File: src/rtl/rtc_lcd_frame_pkg.sv
// Shared constants and types for the time-of-day counter and its LCD frame sequencer.
// Character codes, LCD command bytes, run/pause state encoding and a field clamp helper.
package rtc_lcd_frame_pkg;

  localparam logic [7:0] LCD_CMD_LINE1 = 8'h80;
  localparam logic [7:0] LCD_CMD_LINE2 = 8'hC0;
  localparam logic [7:0] LCD_IDLE      = 8'h02;

  localparam logic [7:0] ASCII_BLANK   = 8'h20;
  localparam logic [7:0] ASCII_COLON   = 8'h3A;
  localparam logic [7:0] ASCII_A       = 8'h41;
  localparam logic [7:0] ASCII_P       = 8'h50;
  localparam logic [7:0] ASCII_M       = 8'h4D;
  localparam logic [7:0] ASCII_ARROW   = 8'h19;
  localparam logic [7:0] ASCII_ZERO    = 8'h30;

  typedef enum logic {
    ST_RUN    = 1'b0,
    ST_PAUSED = 1'b1
  } run_state_e;

  typedef struct packed {
    logic       rw;
    logic       rs;
    logic [7:0] data;
  } lcd_bus_t;

  function automatic logic [6:0] clamp7(input logic [6:0] v, input logic [6:0] lim);
    return (v > lim) ? lim : v;
  endfunction

endpackage

File: src/rtl/rtc_lcd_frame_bin2_ascii.sv
// Splits a 0..99 binary value into its two ASCII decimal digit characters.
module rtc_lcd_frame_bin2_ascii
  import rtc_lcd_frame_pkg::*;
(
  input  logic [6:0] bin_i,
  output logic [7:0] tens_o,
  output logic [7:0] ones_o
);

  logic [6:0] tens;
  logic [6:0] ones;

  always_comb begin
    tens   = bin_i / 7'd10;
    ones   = bin_i - (tens * 7'd10);
    tens_o = ASCII_ZERO + {1'b0, tens};
    ones_o = ASCII_ZERO + {1'b0, ones};
  end

endmodule

File: src/rtl/rtc_lcd_frame.sv
// Time-of-day counter (12 h / 24 h, pause, load) that streams one LCD frame per pass.
// Bus handshake: none; the LCD driver mux consumes RW/RS/DATA every cycle while the frame runs.
module rtc_lcd_frame
  import rtc_lcd_frame_pkg::*;
#(
  parameter int CLK_PER_SEC = 1000,
  parameter int BLINK_ON    = 500,
  parameter int FRAME_SLOTS = 36
) (
  input  logic       CLK,
  input  logic       RESET,
  input  logic       EN,
  input  logic       DISP_ON,
  input  logic       FMT24,
  input  logic       PAUSE_REQ,
  input  logic       RESUME_REQ,
  input  logic       LOAD,
  input  logic       LOAD_PM,
  input  logic [6:0] LOAD_H,
  input  logic [6:0] LOAD_M,
  input  logic [6:0] LOAD_S,
  input  logic       CURSOR_EN,
  input  logic [3:0] CURSOR_POS,
  output logic       RW_OUTPUT,
  output logic       RS_OUTPUT,
  output logic [7:0] DATA_OUTPUT,
  output logic [6:0] HOUR,
  output logic [6:0] MIN,
  output logic [6:0] SEC,
  output logic       PM,
  output logic       SEC_TICK,
  output logic       DAY_WRAP,
  output logic       FRAME_DONE
);

  localparam int TW = $clog2(CLK_PER_SEC);
  localparam int SW = $clog2(FRAME_SLOTS);
  localparam logic [TW-1:0] TICK_MAX  = TW'(CLK_PER_SEC - 1);
  localparam logic [TW-1:0] BLINK_T   = TW'(BLINK_ON);
  localparam logic [SW-1:0] SLOT_LAST = SW'(FRAME_SLOTS - 1);

  logic [6:0]    hour_q, min_q, sec_q;
  logic          pm_q;
  logic [TW-1:0] tick_q;
  run_state_e    run_q;
  logic          fmt_q;
  logic          sec_tick_q, day_wrap_q;
  logic [SW-1:0] slot_q;
  lcd_bus_t      bus_q;
  logic          frame_done_q;

  logic [6:0]    hour_d, min_d, sec_d;
  logic          pm_d;
  logic [TW-1:0] tick_d;
  logic          sec_tick_d, day_wrap_d;
  logic [6:0]    h_eff, hlim;
  logic          pm_eff;

  // Hours are first re-expressed in the new format so a tick in the same cycle ripples correctly.
  always_comb begin
    h_eff  = hour_q;
    pm_eff = pm_q;
    if (FMT24 != fmt_q) begin
      if (FMT24) begin
        h_eff = pm_q ? (hour_q + 7'd12) : hour_q;
      end else begin
        pm_eff = (hour_q >= 7'd12);
        h_eff  = (hour_q >= 7'd12) ? (hour_q - 7'd12) : hour_q;
      end
    end
    hlim       = FMT24 ? 7'd23 : 7'd11;
    hour_d     = h_eff;
    min_d      = min_q;
    sec_d      = sec_q;
    pm_d       = pm_eff;
    tick_d     = tick_q;
    sec_tick_d = 1'b0;
    day_wrap_d = 1'b0;
    if (LOAD) begin
      tick_d = '0;
      sec_d  = clamp7(LOAD_S, 7'd59);
      min_d  = clamp7(LOAD_M, 7'd59);
      hour_d = clamp7(LOAD_H, hlim);
      pm_d   = FMT24 ? (hour_d >= 7'd12) : LOAD_PM;
    end else if (run_q == ST_RUN) begin
      if (tick_q == TICK_MAX) begin
        tick_d     = '0;
        sec_tick_d = 1'b1;
        if (sec_q == 7'd59) begin
          sec_d = 7'd0;
          if (min_q == 7'd59) begin
            min_d = 7'd0;
            if (h_eff == hlim) begin
              hour_d     = 7'd0;
              pm_d       = FMT24 ? 1'b0 : ~pm_eff;
              day_wrap_d = FMT24 ? 1'b1 : pm_eff;
            end else begin
              hour_d = h_eff + 7'd1;
              if (FMT24) pm_d = (hour_d >= 7'd12);
            end
          end else begin
            min_d = min_q + 7'd1;
          end
        end else begin
          sec_d = sec_q + 7'd1;
        end
      end else begin
        tick_d = tick_q + TW'(1);
      end
    end
  end

  logic [6:0] hour_disp;
  logic [7:0] h_tens, h_ones, m_tens, m_ones, s_tens, s_ones;
  logic [7:0] colon_ch;

  assign hour_disp = (!fmt_q && hour_q == 7'd0) ? 7'd12 : hour_q;
  assign colon_ch  = (tick_q < BLINK_T) ? ASCII_COLON : ASCII_BLANK;

  rtc_lcd_frame_bin2_ascii u_hour (.bin_i(hour_disp), .tens_o(h_tens), .ones_o(h_ones));
  rtc_lcd_frame_bin2_ascii u_min  (.bin_i(min_q),     .tens_o(m_tens), .ones_o(m_ones));
  rtc_lcd_frame_bin2_ascii u_sec  (.bin_i(sec_q),     .tens_o(s_tens), .ones_o(s_ones));

  lcd_bus_t bus_d;
  int       slot_n;

  always_comb begin
    slot_n      = int'(slot_q);
    bus_d.rw    = 1'b0;
    bus_d.rs    = 1'b1;
    bus_d.data  = ASCII_BLANK;
    if (slot_n == 0) begin
      bus_d.rs   = 1'b0;
      bus_d.data = LCD_CMD_LINE1;
    end else if (slot_n <= 16) begin
      if (CURSOR_EN && (int'(CURSOR_POS) == slot_n - 1)) bus_d.data = ASCII_ARROW;
    end else if (slot_n == 17) begin
      bus_d.rs   = 1'b0;
      bus_d.data = LCD_CMD_LINE2;
    end else begin
      case (slot_n)
        22:      bus_d.data = fmt_q ? ASCII_BLANK : (pm_q ? ASCII_P : ASCII_A);
        23:      bus_d.data = fmt_q ? ASCII_BLANK : ASCII_M;
        25:      bus_d.data = h_tens;
        26:      bus_d.data = h_ones;
        27:      bus_d.data = colon_ch;
        28:      bus_d.data = m_tens;
        29:      bus_d.data = m_ones;
        30:      bus_d.data = colon_ch;
        31:      bus_d.data = s_tens;
        32:      bus_d.data = s_ones;
        default: bus_d.data = ASCII_BLANK;
      endcase
    end
  end

  always_ff @(posedge CLK or negedge RESET) begin
    if (!RESET) begin
      hour_q       <= 7'd0;
      min_q        <= 7'd0;
      sec_q        <= 7'd0;
      pm_q         <= 1'b0;
      tick_q       <= '0;
      run_q        <= ST_RUN;
      fmt_q        <= 1'b0;
      sec_tick_q   <= 1'b0;
      day_wrap_q   <= 1'b0;
      slot_q       <= '0;
      bus_q        <= '{rw: 1'b1, rs: 1'b1, data: LCD_IDLE};
      frame_done_q <= 1'b0;
    end else begin
      hour_q     <= hour_d;
      min_q      <= min_d;
      sec_q      <= sec_d;
      pm_q       <= pm_d;
      tick_q     <= tick_d;
      fmt_q      <= FMT24;
      sec_tick_q <= sec_tick_d;
      day_wrap_q <= day_wrap_d;
      // Only the request that would change state is looked at, so it wins a same-cycle collision.
      if (run_q == ST_RUN) begin
        if (PAUSE_REQ) run_q <= ST_PAUSED;
      end else if (RESUME_REQ) begin
        run_q <= ST_RUN;
      end
      if (EN && DISP_ON) begin
        bus_q        <= bus_d;
        frame_done_q <= (slot_q == SLOT_LAST);
        slot_q       <= (slot_q == SLOT_LAST) ? '0 : slot_q + SW'(1);
      end else begin
        bus_q        <= '{rw: 1'b1, rs: 1'b1, data: LCD_IDLE};
        frame_done_q <= 1'b0;
        slot_q       <= '0;
      end
    end
  end

  assign RW_OUTPUT   = bus_q.rw;
  assign RS_OUTPUT   = bus_q.rs;
  assign DATA_OUTPUT = bus_q.data;
  assign HOUR        = hour_q;
  assign MIN         = min_q;
  assign SEC         = sec_q;
  assign PM          = pm_q;
  assign SEC_TICK    = sec_tick_q;
  assign DAY_WRAP    = day_wrap_q;
  assign FRAME_DONE  = frame_done_q;

endmodule

File: config.mk
export PLATFORM = sky130hd
export DESIGN_NAME = rtc_lcd_frame
export DESIGN_NICKNAME = d
export VERILOG_FILES = /design/src/rtl/rtc_lcd_frame_pkg.sv /design/src/rtl/rtc_lcd_frame_bin2_ascii.sv /design/src/rtl/rtc_lcd_frame.sv
export SDC_FILE = /design/constraint.sdc
export NUM_CORES = 1
export LEC_CHECK = 0
export CORE_MARGIN = 4
export CORE_UTILIZATION = 25
export CTS_CLUSTER_SIZE = 40
export DETAILED_ROUTE_END_ITERATION = 7
export PLACE_DENSITY = 0.53
export SLEW_MARGIN = 10
export SYNTH_ARGS = -nofsm -noshare
export SYNTH_HDL_FRONTEND = slang
export SYNTH_SLANG_ARGS = --single-unit
File: constraint.sdc
create_clock -name CLK -period 6.72 [get_ports CLK]
set_input_delay 1.68 -clock CLK [delete_from_list [all_inputs] [get_ports CLK]]
set_output_delay 1.68 -clock CLK [all_outputs]
set_load 0.1 [all_outputs]
==> impl_metrics.sql <==
INSERT INTO impl_metrics (metric_group, metric, value, unit) VALUES
('timing', 'rsz0062_at_grt', 'no', ''),
('timing', 'worst_slew_pin_slew', '1010', 'ps'),
('logic_synthesis', 'number_of_enable_flip_flop_cells_after_synthesis', '0', ''),
('layout', 'diodes', '0', ''),
('timing', 'worst_clock_skew', '12.7', 'ps'),
('global_routing', 'grt_pass1_vias', '5005', ''),
('global_routing', 'grt_use_total', '13.1', '%'),
('layout', 'n_fill_cell', '2270', ''),
('route', 'wl', '15800', 'um'),
('floorplan', 'design.portCount', '70', ''),
('clock_network', 'cts_sinks', '53', ''),
('global_routing', 'grt_pass1_wl', '26000', 'um'),
('clock_network', 'clock_tree.htree_level_count', '2', ''),
('route', 'route.antenna.remaining_nets', '0', ''),
('route', 'drt-vias-per-instance', '5.12', ''),
('logic_synthesis', 'syn-cell-area', '5410', 'um^2'),
('power_and_ir_drop', 'clock_power_share', '20.6', '%'),
('route', 'route.vias.total', '5174', ''),
('timing', 'finalMaxSlewViolations', '0', ''),
('clock_network', 'clk_path_buf_depth', '2', ''),
('power_and_ir_drop', 'combinationalPowerShare', '54.1', '%'),
('placed_design', 'gp_congestion', '0.868', ''),
('timing', 'relative_slew_slack', '32.2', '%'),
('route', 'drcViolationCount', '0', ''),
('floorplan', 'floorplan.die.height', '155', 'um'),
('setup_path', 'crit_top_cell', 'ha_1', ''),
('clock_network', 'path_clk_slew', '80', 'ps'),
('logic_synthesis', 'syn-instance-count', '683', ''),
('floorplan', 'die_width', '155', 'um'),
('route', 'drt_iter0_drc', '313', ''),
('setup_path', 'critPathLaunchType', 'register', ''),
('clock_network', 'cts_root_buf', 'clkbuf_16', ''),
('layout', 'syn_to_final_growth', '20.9', '%'),
('layout', 'multi_input_comb_area', '3750', 'um^2'),
('layout', 'leading_cell_types_in_the_layout_fill_and_taps_excluded', '71 x nor2_1, 68 x clkdlybuf4s50_1, 61 x nand2_1, 48 x a21oi_1', ''),
('placed_design', 'placed_cells', '1002', ''),
('placed_design', 'place.port_buffers', '69', ''),
('setup_path', 'crit_path_top_delay_cell', 'fa_1', ''),
('logic_synthesis', 'synth_seq_area_share', '24.6', '%'),
('setup_path', 'worst-endpoint-required', '6960', 'ps'),
('timing', 'fin_tns_setup', '0', 'ps'),
('logic_synthesis', 'synth-warning-count', '0', ''),
('logic_synthesis', 'async_reset_ff_share', '100', '%'),
('floorplan', 'floorplan.initialDensity', '25.6', '%'),
('clock_network', 'tritoncts.num_buffers', '5', ''),
('route', 'dr.pass1.iters', '5', ''),
('power_and_ir_drop', 'static-leakage-power', '2.72', 'nW'),
('timing', 'min_period_over_period', '92.4', '%'),
('layout', 'final_common_cell', 'nor2_1', ''),
('clock_network', 'postCtsSetupRepairBufs', '0', ''),
('global_routing', 'antenna_found_initial', '0', ''),
('layout', 'final-instance-count-excl-fill', '1010', ''),
('layout', 'drive_above_1_share', '6.39', '%'),
('logic_synthesis', 'syn_nets', '771', ''),
('power_and_ir_drop', 'cellInternalPower', '0.854', 'mW'),
('power_and_ir_drop', 'design_power_total', '1.58', 'mW'),
('timing', 'hold_violations_final', '0', ''),
('worst_hold_path', 'hold_class', 'reg -> reg', ''),
('setup_path', 'timing.critical_path.fanout_max', '8', ''),
('power_and_ir_drop', 'net_switching_power_figure', '0.722', 'mW'),
('power_and_ir_drop', 'power_density', '241', 'nW/um^2'),
('layout', 'seq_area', '1330', 'um^2'),
('route', 'routed_wire_length_per_instance', '15.6', 'um'),
('setup_path', 'worstPathArrival', '6450', 'ps'),
('timing', 'max_clk_rate', '161', 'MHz'),
('job', 'maxCapViolCount', '0', ''),
('floorplan', 'core.rowCount', '53', ''),
('global_routing', 'overflow', '0', ''),
('power_and_ir_drop', 'sw_frac_of_total', '45.8', '%'),
('run_status', 'outcome', 'finished clean', ''),
('setup_path', 'timing.critical_path.to_type', 'register', '');
==> worst max-delay path, delay by kind of cell, from the launching register on <==
family / cells / cell delay (ps)
buffers and inverters: 3 / 250
xor gates and xnor gates: 2 / 330
and+or+nand+nor: 7 / 1150
adders and majority gates: 8 / 2330
AOI/OAI and AO/OA: 8 / 1650
DFF: 1 / 440
==> routing by layer <==
layer / share of wire [%] / routed length, um / global-route usage [%] / vias to the layer above
met5: 0 / 0 / 0 / -
met4: 0.79 / 125 / 2.31 / 0
met3: 4.6 / 718 / 2.45 / 9
met2: 44 / 6950 / 20.5 / 107
met1: 51 / 7970 / 19.1 / 2464
li1: - / - / - / 2594
==> cell type report <==
cell class / count / area share (%)
well taps: 275 / 5.27
repair buffers: 78 / 11.5
flip-flops and latches: 53 / 20.4
clock inverters: 2 / 0.632
multi-input cells: 551 / 57.5
inverters: 45 / 2.58
clock buffers: 6 / 2.13
==> flip-flops by register name, indices dropped and copies added, names as in the netlist <==
signal       count
DATA_OUTPUT      8
DAY_WRAP         1
FRAME_DONE       1
HOUR             7
MIN              7
PM               1
RS_OUTPUT        1
RW_OUTPUT        1
SEC              7
SEC_TICK         1
fmt_q            1
run_q            1
slot_q           6
tick_q          10
==> repair_timing <==
action / in CTS / in global routing
resized for setup: 0 / 6
hold buffers: 0 / 0
endpoints found under the setup margin: 0 / 2
==> final timing paths <==
check	start	end	slack, ps	cells past startpoint
setup reg to reg	HOUR[0]$_DFFE_PN0P_	DATA_OUTPUT[5]$_DFF_PN0_	510	28
max in group asynchronous	RESET	HOUR[0]$_DFFE_PN0P_	4680	2
min in group asynchronous	RESET	slot_q[3]$_DFF_PN0_	1520	2
setup / recovery	HOUR[0]$_DFFE_PN0P_	DATA_OUTPUT[5]$_DFF_PN0_	510	28
hold reg to reg	tick_q[9]$_DFFE_PN0P_	tick_q[9]$_DFFE_PN0P_	550	1
hold / removal	tick_q[9]$_DFFE_PN0P_	tick_q[9]$_DFFE_PN0P_	550	1
==> metrics by stage <==
step / area, um^2 / worst slack [ps] / util [%]
6_report: 6540 / 511 / 30.9
5_1_grt: 6540 / 1.08 / 30.9
3_3_place_gp: 6340 / 533 / 30.0
2_1_floorplan: 5410 / 51.3 / -
4_1_cts: 6520 / 330 / 30.8
3_5_place_dp: 6340 / 366 / 30.0
==> cell families (layout without fill, tap and decap cells) <==
logic type | count (synthesis) | count (layout) | share of synthesized area (%)
AO/OA/AOI/OAI | 198 | 198 | 25.0
AND/OR/NAND/NOR | 258 | 258 | 24.1
adder cells (fa/ha/maj) | 53 | 53 | 13.1
XOR/XNOR | 33 | 33 | 5.35
flip-flops | 53 | 53 | 24.6
buffers and inverters | 79 | 131 | 6.13
multiplexers | 9 | 9 | 1.69
==> Yosys cell counts, drive strengths merged (4+ instances only) <==
library cell	count	area share (%)
nor4	5	0.86
xnor2	19	3.1
o22ai	7	0.81
buf	9	0.90
nand3	25	2.3
ha	47	11
or3	6	0.69
nor2b	13	1.5
nor2	72	5.0
mux2i	8	1.5
o21a	4	0.56
nor3b	5	0.69
a221oi	6	0.97
a22oi	6	0.83
fa	6	2.2
nand2b	15	1.9
a211oi	11	1.8
dfrtp	50	23
xor2	14	2.3
o31ai	6	0.83
a21o	9	1.3
and3	13	1.6
o311ai	7	1.1
inv	44	3.1
nand2	61	4.2
and2	6	0.74
nand4	9	1.0
a31oi	10	1.2
clkbuf	25	2.1
o21ai	45	4.2
a21oi	49	4.7
nor3	13	1.2
==> power by group through the flow <==
stage	combinational, mW	sequential [mW]	clock (mW)
2_1_floorplan	0.528	0.514	0
3_3_place_gp	0.851	0.405	0
3_5_place_dp	0.852	0.405	0
4_1_cts	0.856	0.398	0.337
5_1_grt	0.945	0.407	0.348
6_report	0.853	0.399	0.324
No activity file was read; power rests on OpenSTA's default activity.
